===== config.mk =====
export PLATFORM = sky130hd
export DESIGN_NAME = branch_resolve_unit
export DESIGN_NICKNAME = d
export VERILOG_FILES = /design/src/rtl/bru_pkg.sv /design/src/rtl/bru_cond_eval.sv /design/src/rtl/branch_resolve_unit.sv
export SDC_FILE = /design/constraint.sdc
export NUM_CORES = 1
export LEC_CHECK = 0
export BUFFER_PORTS_ARGS = -buffer_cell sky130_fd_sc_hd__buf_2
export CORE_MARGIN = 2
export CORE_UTILIZATION = 54
export CTS_CLUSTER_SIZE = 40
export DETAILED_ROUTE_END_ITERATION = 8
export MAX_ROUTING_LAYER = met4
export PLACE_DENSITY = 0.89
export RECOVER_POWER = 50
export SETUP_SLACK_MARGIN = 0.15
export SLEW_MARGIN = 20
export SYNTH_ARGS = -nofsm -noshare
export SYNTH_HDL_FRONTEND = slang
export SYNTH_SLANG_ARGS = --single-unit
export TNS_END_PERCENT = 5

===== constraint.sdc =====
create_clock -name clk -period 4.7 [get_ports clk]
set_clock_uncertainty 0.2 [all_clocks]
set_input_delay 0.235 -clock clk [delete_from_list [all_inputs] [get_ports clk]]
set_output_delay 0.235 -clock clk [all_outputs]
set_load 0.02 [all_outputs]

===== src/rtl/bru_pkg.sv =====
// Shared opcode encodings, FSM state type and flush-counter sizing for the branch resolve unit.
package bru_pkg;

  localparam logic [4:0] OPC_BMI  = 5'b10000;
  localparam logic [4:0] OPC_BPL  = 5'b10001;
  localparam logic [4:0] OPC_BZ   = 5'b10010;
  localparam logic [4:0] OPC_BNZ  = 5'b10011;
  localparam logic [4:0] OPC_B    = 5'b10100;
  localparam logic [4:0] OPC_BGEZ = 5'b10101;

  typedef enum logic [1:0] {
    IDLE  = 2'd0,
    HOLD  = 2'd1,
    FLUSH = 2'd2
  } bru_state_t;

  // Width able to hold FLUSH_CYCLES; never below 1 so the counter is always declarable.
  function automatic int flush_cnt_w(input int n);
    return (n < 1) ? 1 : $clog2(n + 1);
  endfunction

endpackage


===== src/rtl/bru_cond_eval.sv =====
// Branch condition evaluator: pure combinational, zero latency, no flow control.
// Opcode bits above the 5-bit encoding must be zero to match; unknown opcodes are not taken.
module bru_cond_eval
  import bru_pkg::*;
#(
  parameter int DATA_W = 32,
  parameter int OPC_W  = 5
) (
  input  logic [OPC_W-1:0]  opcode,
  input  logic [DATA_W-1:0] operand,
  output logic              taken
);

  logic w_z;
  logic w_n;
  logic w_hi_zero;

  assign w_z       = ~(|operand);
  assign w_n       = operand[DATA_W-1];
  assign w_hi_zero = ((opcode >> 5) == '0);

  always_comb begin
    taken = 1'b0;
    if (w_hi_zero) begin
      case (opcode[4:0])
        OPC_B:    taken = 1'b1;
        OPC_BMI:  taken = w_n;
        OPC_BPL:  taken = ~w_n & ~w_z;
        OPC_BZ:   taken = w_z;
        OPC_BNZ:  taken = ~w_z;
        OPC_BGEZ: taken = ~w_n;
        default:  taken = 1'b0;
      endcase
    end
  end

endmodule


===== src/rtl/branch_resolve_unit.sv =====
// Registered branch resolver: result 1 cycle after accept, then FLUSH_CYCLES of flush on a taken retire.
// Backpressure: result held while out_ready=0; in_ready drops while holding a taken result or flushing. Stats via BRU_STATS_EN.
module branch_resolve_unit
  import bru_pkg::*;
#(
  parameter int DATA_W       = 32,
  parameter int OPC_W        = 5,
  parameter int FLUSH_CYCLES = 2,
  parameter int CNT_W        = 16
) (
  input  logic              clk,
  input  logic              rst_n,
  input  logic              in_valid,
  output logic              in_ready,
  input  logic [OPC_W-1:0]  opcode,
  input  logic [DATA_W-1:0] operand,
  input  logic [DATA_W-1:0] pc_next,
  input  logic [DATA_W-1:0] offset,
  output logic              out_valid,
  input  logic              out_ready,
  output logic              taken,
  output logic [DATA_W-1:0] target,
  output logic              flush,
  output logic              busy
`ifdef BRU_STATS_EN
  ,
  input  logic              stat_clr,
  output logic [CNT_W-1:0]  stat_total,
  output logic [CNT_W-1:0]  stat_taken
`endif
);

  localparam int FCW = flush_cnt_w(FLUSH_CYCLES);

  bru_state_t        r_state;
  logic [FCW-1:0]    r_cnt;
  logic              r_taken;
  logic [DATA_W-1:0] r_target;

  bru_state_t        w_state_nxt;
  logic [FCW-1:0]    w_cnt_nxt;
  logic              w_taken_nxt;
  logic [DATA_W-1:0] w_target_nxt;
  logic              w_cond_taken;
  logic              w_accept;
  logic              w_retire;

  bru_cond_eval #(
    .DATA_W (DATA_W),
    .OPC_W  (OPC_W)
  ) u_cond (
    .opcode  (opcode),
    .operand (operand),
    .taken   (w_cond_taken)
  );

  // A taken result must not be overtaken: the flush has to follow it before new work enters.
  assign in_ready  = (r_state == IDLE) | ((r_state == HOLD) & out_ready & ~r_taken);
  assign w_accept  = in_valid & in_ready;
  assign w_retire  = (r_state == HOLD) & out_ready;

  assign out_valid = (r_state == HOLD);
  assign flush     = (r_state == FLUSH);
  assign busy      = (r_state != IDLE);
  assign taken     = r_taken;
  assign target    = r_target;

  always_comb begin
    w_state_nxt  = r_state;
    w_cnt_nxt    = r_cnt;
    w_taken_nxt  = r_taken;
    w_target_nxt = r_target;
    case (r_state)
      IDLE: begin
        if (w_accept) w_state_nxt = HOLD;
      end
      HOLD: begin
        if (out_ready) begin
          if (r_taken) begin
            if (FLUSH_CYCLES > 0) begin
              w_state_nxt = FLUSH;
              w_cnt_nxt   = FCW'(FLUSH_CYCLES);
            end else begin
              w_state_nxt = IDLE;
            end
          end else begin
            w_state_nxt = w_accept ? HOLD : IDLE;
          end
        end
      end
      FLUSH: begin
        w_cnt_nxt = r_cnt - FCW'(1);
        if (r_cnt == FCW'(1)) w_state_nxt = IDLE;
      end
      default: w_state_nxt = IDLE;
    endcase
    if (w_accept) begin
      w_taken_nxt  = w_cond_taken;
      w_target_nxt = w_cond_taken ? (pc_next + offset) : pc_next;
    end
  end

  always_ff @(posedge clk or negedge rst_n) begin
    if (!rst_n) begin
      r_state  <= IDLE;
      r_cnt    <= '0;
      r_taken  <= 1'b0;
      r_target <= '0;
    end else begin
      r_state  <= w_state_nxt;
      r_cnt    <= w_cnt_nxt;
      r_taken  <= w_taken_nxt;
      r_target <= w_target_nxt;
    end
  end

`ifdef BRU_STATS_EN
  logic [CNT_W-1:0] r_stat_total;
  logic [CNT_W-1:0] r_stat_taken;

  always_ff @(posedge clk or negedge rst_n) begin
    if (!rst_n) begin
      r_stat_total <= '0;
      r_stat_taken <= '0;
    end else if (stat_clr) begin
      r_stat_total <= '0;
      r_stat_taken <= '0;
    end else if (w_retire) begin
      if (r_stat_total != '1) r_stat_total <= r_stat_total + CNT_W'(1);
      if (r_taken && (r_stat_taken != '1)) r_stat_taken <= r_stat_taken + CNT_W'(1);
    end
  end

  assign stat_total = r_stat_total;
  assign stat_taken = r_stat_taken;
`else
  logic w_unused_cfg;
  assign w_unused_cfg = (CNT_W > 0) & w_retire;
`endif

endmodule


* Word-level counts from Yosys, hierarchy flattened
Index checks and enable logic that the tools add are counted.
Storage, ports and cells: flip-flop bits (word level) 37, bits of input ports 105, output and inout bits 37, logic and storage cells 44
Operators by class: add/subtract/negate cells 2, equality and inequality tests 13, mux-type cells 11, bitwise gates (word level) 8, reductions and logical operators 6
Operator list (count):
- adder 32 bit | 1
- two-way mux 32 bit | 1
- OR reduction 32 bit | 1
- equality test 5 bit, second input constant | 6
- two-way mux 2 bit | 6
- != test 2 x 1 -> 1 bit, second input constant | 3
- case mux 1 bit (6 select lines) | 1
- case mux 2 bit (3 select lines) | 1
- AND reduction 3 bit | 2
- bitwise AND 1 bit | 4
- equality test 2 x 1 -> 1 bit, second input constant | 2
- case mux 2 bit (2 select lines) | 1
- nonzero test 2 bit | 2
- NOT 1 bit | 3
- equality test 2 bit, second input constant | 1
- zero test 2 bit | 1
- != test 2 bit, second input constant | 1
- subtractor 2 x 1 -> 2 bit, second input constant | 1
- two-way mux 1 bit | 1
- bitwise OR 1 bit | 1

* Longest topological paths before layout
Gate-level depths: netlist of the first run.
depth in word-level cells 9, depth in mapped cells 10

* Modules after synthesis
Synthesis of the first run repeated with hierarchy kept, for this count alone.
Unflattened totals: cell total of the unflattened synthesis 437, area total of the unflattened synthesis 3540.9 µm²
Modules (own cells, without submodules):
- branch_resolve_unit | instances 1, cells an instance 416, area an instance 3387.0 µm²
- bru_cond_eval | instances 1, cells an instance 21, area an instance 153.9 µm²

* Worst setup path after synthesis of the first run
OpenSTA, ideal clock, no wires.
kind in2reg, start point input offset[0], end point register r_target[30] (netlist: target[30]), setup time 0.124 ns, arrival time 2.451 ns, required time 4.376 ns, path slack 1.925 ns, stages 10, cell sequence ha_1 -> fa_1 -> a21oi_1 -> o22ai_1 -> o21ai_1 -> a21oi_2 -> o41a_1 -> a221oi_2 -> mux2i_1 -> a211o_1
Between the ends: cells in the longest elaborated chain, start to end 2
Ends and longest elaborated chain:
- from (decl) | line branch_resolve_unit.sv:18 | input logic [DATA_W-1:0] offset,
- adder 32 bit | line branch_resolve_unit.sv:99 | w_target_nxt = w_cond_taken ? (pc_next + offset) : pc_next;
- two-way mux 32 bit | line branch_resolve_unit.sv:99
- to (signal assigned) | line branch_resolve_unit.sv:113 | r_target <= w_target_nxt;
- to (decl) | line branch_resolve_unit.sv:38 | logic [DATA_W-1:0] r_target;
Every way passes these cells. A chain may end at the register's enable or synchronous reset.

* Worst setup path after layout of the first run
start point input pc_next[0], end point register r_target[30] (netlist: target[30])
Between the ends: cells in the longest elaborated chain, start to end 2
Ends and longest elaborated chain:
- from (decl) | line branch_resolve_unit.sv:17 | input logic [DATA_W-1:0] pc_next,
- adder 32 bit | line branch_resolve_unit.sv:99
- two-way mux 32 bit | line branch_resolve_unit.sv:99
Every way passes these cells.

==> results of run 1 <==
cell usage in the layout (no fill, tap or decap), types with 6 or more instances in the layout:
master | Yosys | layout
a21o_1 | 9 | 9
a21oi_1 | 24 | 24
a2bb2oi_1 | 6 | 6
buf_2 | 4 | 106
clkbuf_1 | 10 | 35
dfrtp_1 | 37 | 37
ha_1 | 32 | 32
inv_1 | 13 | 13
mux2i_1 | 20 | 20
nand2_1 | 60 | 59
nand3_1 | 13 | 13
nor2_1 | 33 | 33
nor3_1 | 8 | 8
nor4_1 | 8 | 8
o211ai_1 | 6 | 6
o21ai_0 | 31 | 31
o21ai_1 | 25 | 25
xnor2_1 | 15 | 15
xor2_1 | 8 | 8
cells in the mapped netlist (2+ instances only):
cell type | number | area [um^2]
nor2b_1 | 3 | 18.8
nor3_1 | 8 | 40.0
nand2_1 | 60 | 225
buf_2 | 4 | 20.0
and2_1 | 4 | 25.0
o21ai_1 | 25 | 125
nor4b_1 | 2 | 17.5
a41oi_1 | 2 | 17.5
a21o_1 | 9 | 67.6
o211ai_2 | 2 | 25.0
nor2_2 | 2 | 12.5
a211oi_1 | 5 | 37.5
a21oi_2 | 2 | 17.5
a211o_1 | 2 | 17.5
ha_1 | 32 | 400
o21bai_1 | 3 | 22.5
o22a_1 | 2 | 17.5
a2bb2oi_1 | 6 | 52.6
o22ai_1 | 2 | 12.5
nor4_1 | 8 | 50.1
a31oi_1 | 3 | 18.8
clkbuf_1 | 10 | 37.5
or2_2 | 2 | 12.5
inv_1 | 13 | 48.8
nand3_1 | 13 | 65.1
or3_1 | 2 | 12.5
a21oi_1 | 24 | 120
nand4_1 | 5 | 31.3
o41a_1 | 3 | 33.8
o21a_1 | 2 | 15.0
xor2_1 | 8 | 70.1
xnor2_1 | 15 | 131
o211ai_1 | 6 | 45.0
nor3b_1 | 2 | 15.0
nand2b_1 | 3 | 18.8
mux2i_1 | 20 | 200
nor2_1 | 33 | 124
dfrtp_1 | 37 | 926
o21ai_0 | 31 | 155
worst max-delay path: stages:
cell      delay (ps)
buf_2            110
ha_1             220
fa_1             410
a21oi_1          220
o22ai_1          190
o21ai_1          240
a21oi_2          100
o41a_1           440
a221oi_2         290
mux2i_1          120
a211o_1          270
where the power goes:
group / switching (mW) / total, mW / internal (mW)
logic: 0.438 / 0.687 / 0.249
registers: 0.0577 / 0.467 / 0.410
clock network: 0.129 / 0.234 / 0.105
final cells by class:
cell class / count / area [um^2]
Multi-Input combinational cell: 376 / 2550
Fill cell: 546 / 1980
Sequential cell: 37 / 926
Timing Repair Buffer: 144 / 689
Tap cell: 77 / 96.3
Clock buffer: 5 / 68.8
Inverter: 13 / 48.8
Clock inverter: 3 / 22.5
registers in the layout, summed over array words and instances (netlist names):
register	count
target	32
taken	1
r_cnt	2
r_state	2
cells by family after synthesis:
group / Yosys count
and+or+nand+nor: 154
adders and majority gates: 33
DFF: 37
AOI/OAI and AO/OA: 144
muxes: 22
buffers and inverters: 29
xor gates and xnor gates: 23
per-stage QoR:
step | hold slack [ps] | cell area, um^2 | instances
final | 23.9 | 4400 | 655
after CTS | 25.1 | 4450 | 655
after detailed placement | 206 | 4340 | 645
after global placement | 186 | 4340 | 645
after global routing | 34.6 | 4400 | 655
after floorplan | -261 | 3600 | 442
final timing paths:
check	endpoint	slack (ps)	depth (start not counted)
max	target[30]	1820	11
min in group asynchronous	target[20]	910	2
max in group asynchronous	target[30]	2150	2
max reg2reg	target[31]	2180	7
min reg2reg	target[21]	280	2
min	target[28]	20	3
routing by layer:
layer,vias to the layer above,part of all wire [%],wire [um],global-route usage (%)
met5,-,0,0,-
met4,0,1.7,174,8.23
met3,18,6.3,663,2.60
met2,181,50,5300,51.8
met1,1820,42,4390,36.0
li1,1903,-,-,-
==> impl_metrics.ini, run 1 <==
[status]
status = finished, violations left
violations = capacitance limit, slew limit

[pwr]
max-vdd-ir-drop_uv = 261
powerDensity_nw_per_um2 = 315
leakagePower_nw = 2.03
total_power_mw = 1.39

[timing]
slew_violations = 38
worst_pin_slew_ps = 2170
min_period_ps = 2880
fin_tns_setup_ps = 0
finalWorstSetupSlack_ps = 1820
period_share_pct = 61.2
setup_viol = 0
finalHoldViolations = 0
rsz0062_at_grt = no
max_freq_mhz = 348
max_slew_margin_pct = -44.9

[grt]
grt_pass1_vias = 3780
gr-total-overflow = 0
antenna_found_initial = 0
grtUsageTotal_pct = 29.4
grt_pass1_wl_mm = 17.2
grt_max_degree = 60

[synthesis]
synth_seq_cells = 37
synth_compound_gate_area_share_pct = 27.0
ys_async_sr_fraction_pct = 100
ys_warn_count = 0
ys_seq_area_share_pct = 25.7
syn_area_um2 = 3600
synthFlopType = dfrtp_1
synth_top_family_by_area = compound AO/OA/AOI/OAI gates
syn_inst = 442
syn-num-nets = 580
synthSimpleGateAreaFrac_pct = 20.3
synth.mux.area_fraction_pct = 6.29
synth_edf_count = 0
yosysUniqueCellTypes = 66
avgSynthCellArea_um2 = 8.15
synthAdderAreaFrac_pct = 11.7
synthXorXnorAreaFrac_pct = 5.59

[worst_setup_path]
critical_path_class = in2reg
cp.arrival_ps = 2860
cp.required_ps = 4680
crit_start = pc_next[0]
critPathCaptureType = flop
path_max_fanout = 4
crit_path_start_kind = input pin
r2r-start = taken

[clock_tree]
cts_buffers = 5
ctsRootBufferMaster = clkbuf_8
cts_resized = 0
hold_buffers = 2
clk_pin_slew_ps = 80
clock-sinks = 37
cts_tree = yes
worstSkewPairLatency_ps = 300
htree_levels = 2
clock_path_buffers = 2
post_cts_buffers = 0

[floorplan]
die_x_um = 85.7
ioPinCount = 142
start_util_pct = 56.4
row_count = 29
coreArea_um2 = 6390
die_h_um = 85.7
die_area_um2 = 7340

[place]
place.port_buffers = 141
place_congestion = 0.934
hpwl_mm = 8.22
pre_cts_ws_ps = 1550

[routing]
drt-total-wl_mm = 10.5
avgViaCountPerCell = 5.99
dr.pass1.iters = 5
wl_per_cell_um = 16.1
antenna_left = 0
drc = 0
num_vias = 3922
drt_iter0_drc = 180

[layout]
area_delta_synth_final_pct = 22.3
nets = 715
antenna_cells = 0
drive_gt1_share_pct = 23.5
final_core_util_pct = 69.0

[min_path]
min_path_type = in2reg
hold_start = pc_next[28]

[job]
cap_violations = 1
Power figures use the tool's default switching activity.
==> run 2, diff against run 1 <==
- CORE_UTILIZATION: 54 -> 45
- PLACE_DENSITY: 0.89 -> 0.79
- clock period: 4.7 -> 2.3 ns (I/O delays scaled with it)
==> run 2 against run 1 <==
Effect of this change:
- the flow finishes with violations (setup timing)
- routed wire length grew 14%
- cell count rose by 18%
- combinational power grew 140%
- die area rose by 19%
- clock-buffer cell count unchanged
- final area increased by 22%
- largest power group unchanged
- flip-flop and latch count did not move
- utilization is 0.51 points higher
- first-iteration DRC count increased by 5.0%
- register-to-register slack lost 2000 ps
==> impl_metrics.ini, run 2 (same netlist as run 1, synthesis figures left out) <==
[status]
status = finished, violations left
violations = setup timing

[routing]
avgViaCountPerCell = 5.57
dr.pass1.iters = 5
drt_iter0_drc = 189
antenna_left = 0
wl_per_cell_um = 15.4
num_vias = 4323
drt-total-wl_mm = 12.0
drc = 0

[clock_tree]
ctsRootBufferMaster = clkbuf_8
cts_tree = yes
cts_buffers = 5
clk_pin_slew_ps = 80
clock_path_buffers = 2
worstSkewPairLatency_ps = 300
clock-sinks = 37
htree_levels = 2

[layout]
area_delta_synth_final_pct = 49.1
final_core_util_pct = 69.5
fin_cells = 776
antenna_cells = 0
layout_commonest_cell = buf_2
nets = 811
largest_reg_flops = 32
drive_gt1_share_pct = 34.3
final_cell_mix = buf_2 (104), buf_4 (71), nand2_1 (59)

[pwr]
clkPwrFrac_pct = 15.9
comb_power_share_pct = 53.4
power_frac_seq_pct = 30.7
internal-power_mw = 1.74
max-vdd-ir-drop_uv = 393
p_switching_mw = 1.36
leakagePower_nw = 2.50
powerDensity_nw_per_um2 = 578
netSwitchingFraction_pct = 43.9

[min_path]
hold_depth = 4
hold_start = pc_next[10]
holdPathEnd = target[10]
min_path_type = in2reg

[place]
place_inst = 736
place.port_buffers = 141
hpwl_mm = 9.11
place_congestion = 0.922

[timing]
rsz0062_at_grt = yes
finalHoldViolations = 0
max_slew_margin_pct = 32.5
min_period_ps = 2320
fin_tns_setup_ps = -26.9
period_share_pct = 101
hold-worst-slack_ps = 7.50
finalWorstSetupSlack_ps = -21.2
slew_violations = 0
max_freq_mhz = 431
worst_pin_slew_ps = 1010
setup_viol = 2

[grt]
grt_pass1_wl_mm = 18.9
grtUsageTotal_pct = 27.6
grt_pass1_vias = 4183
gr-total-overflow = 0
grt_max_degree = 44
antenna_found_initial = 0

[worst_setup_path]
path_max_fanout = 3
r2r-start = taken
cp.arrival_ps = 2310
critPathCaptureType = flop
r2r-end = target[13]
cp.required_ps = 2290
crit_path_start_kind = input pin
critical_path_class = in2reg
ff2ff_setup_slack_ps = 160
reg2regPathDepth = 5

[floorplan]
ioPinCount = 142
die_area_um2 = 8730
coreArea_um2 = 7730
die_h_um = 93.5
start_util_pct = 46.6
row_count = 32
die_x_um = 93.5

[job]
cap_violations = 0
## run 2: metrics by stage
stage	setup slack (ps)	area, um^2	total power, mW
2_1_floorplan	-112	3630	1.92
3_3_place_gp	-369	4890	2.51
3_5_place_dp	-420	4890	2.55
4_1_cts	8.12	5380	3.12
5_1_grt	-143	5370	3.31
6_report	-21.2	5370	3.10
## run 2: power groups by stage
stage          clock network [mW]  logic [mW]  registers, mW
2_1_floorplan                   0       0.747           1.17
3_3_place_gp                    0        1.56          0.950
3_5_place_dp                    0        1.60          0.957
4_1_cts                     0.502        1.68          0.945
5_1_grt                     0.527        1.80          0.978
6_report                    0.493        1.66          0.954
## run 2: worst max-delay path, stage by stage
cell      delay, ps
buf_8           100
ha_4            160
fa_2            380
a21oi_2         180
o22ai_2         100
o21ai_2         160
a21oi_2         100
o41a_1          370
a221oi_2        290
mux2i_1         110
a211o_1         240
## run 2: final cells by class
class,instances,area [um^2]
clock buffer,5,68.8
clock inverter,3,21.3
fill,638,2360
inverter,13,48.8
multi-input combinational,376,2680
sequential,37,926
tap,102,128
timing repair buffer,240,1500
## run 2: routing by layer
metal,track usage [%],wire [um]
met5,-,0
met4,10.8,358
met3,2.90,607
met2,47.5,6000
met1,33.1,5000
## run 2: what timing repair did
action / 4_1_cts / 5_1_grt
endpoints found under the hold margin: 66 / 0
pin swaps: 20 / 5
buffers inserted: 4 / 0
resized for setup: 24 / 9
hold buffers: 28 / 0
setup endpoints to repair: 16 / 33
## run 2: worst max path at each step
stage / from / endpoint / slack, ps
after floorplan: offset[0] / target[30] / -110
after global placement: offset[1] / target[29] / -370
after detailed placement: offset[1] / target[29] / -420
after CTS: offset[0] / target[30] / 8
after global routing: pc_next[0] / target[30] / -140
final: pc_next[0] / target[30] / -20
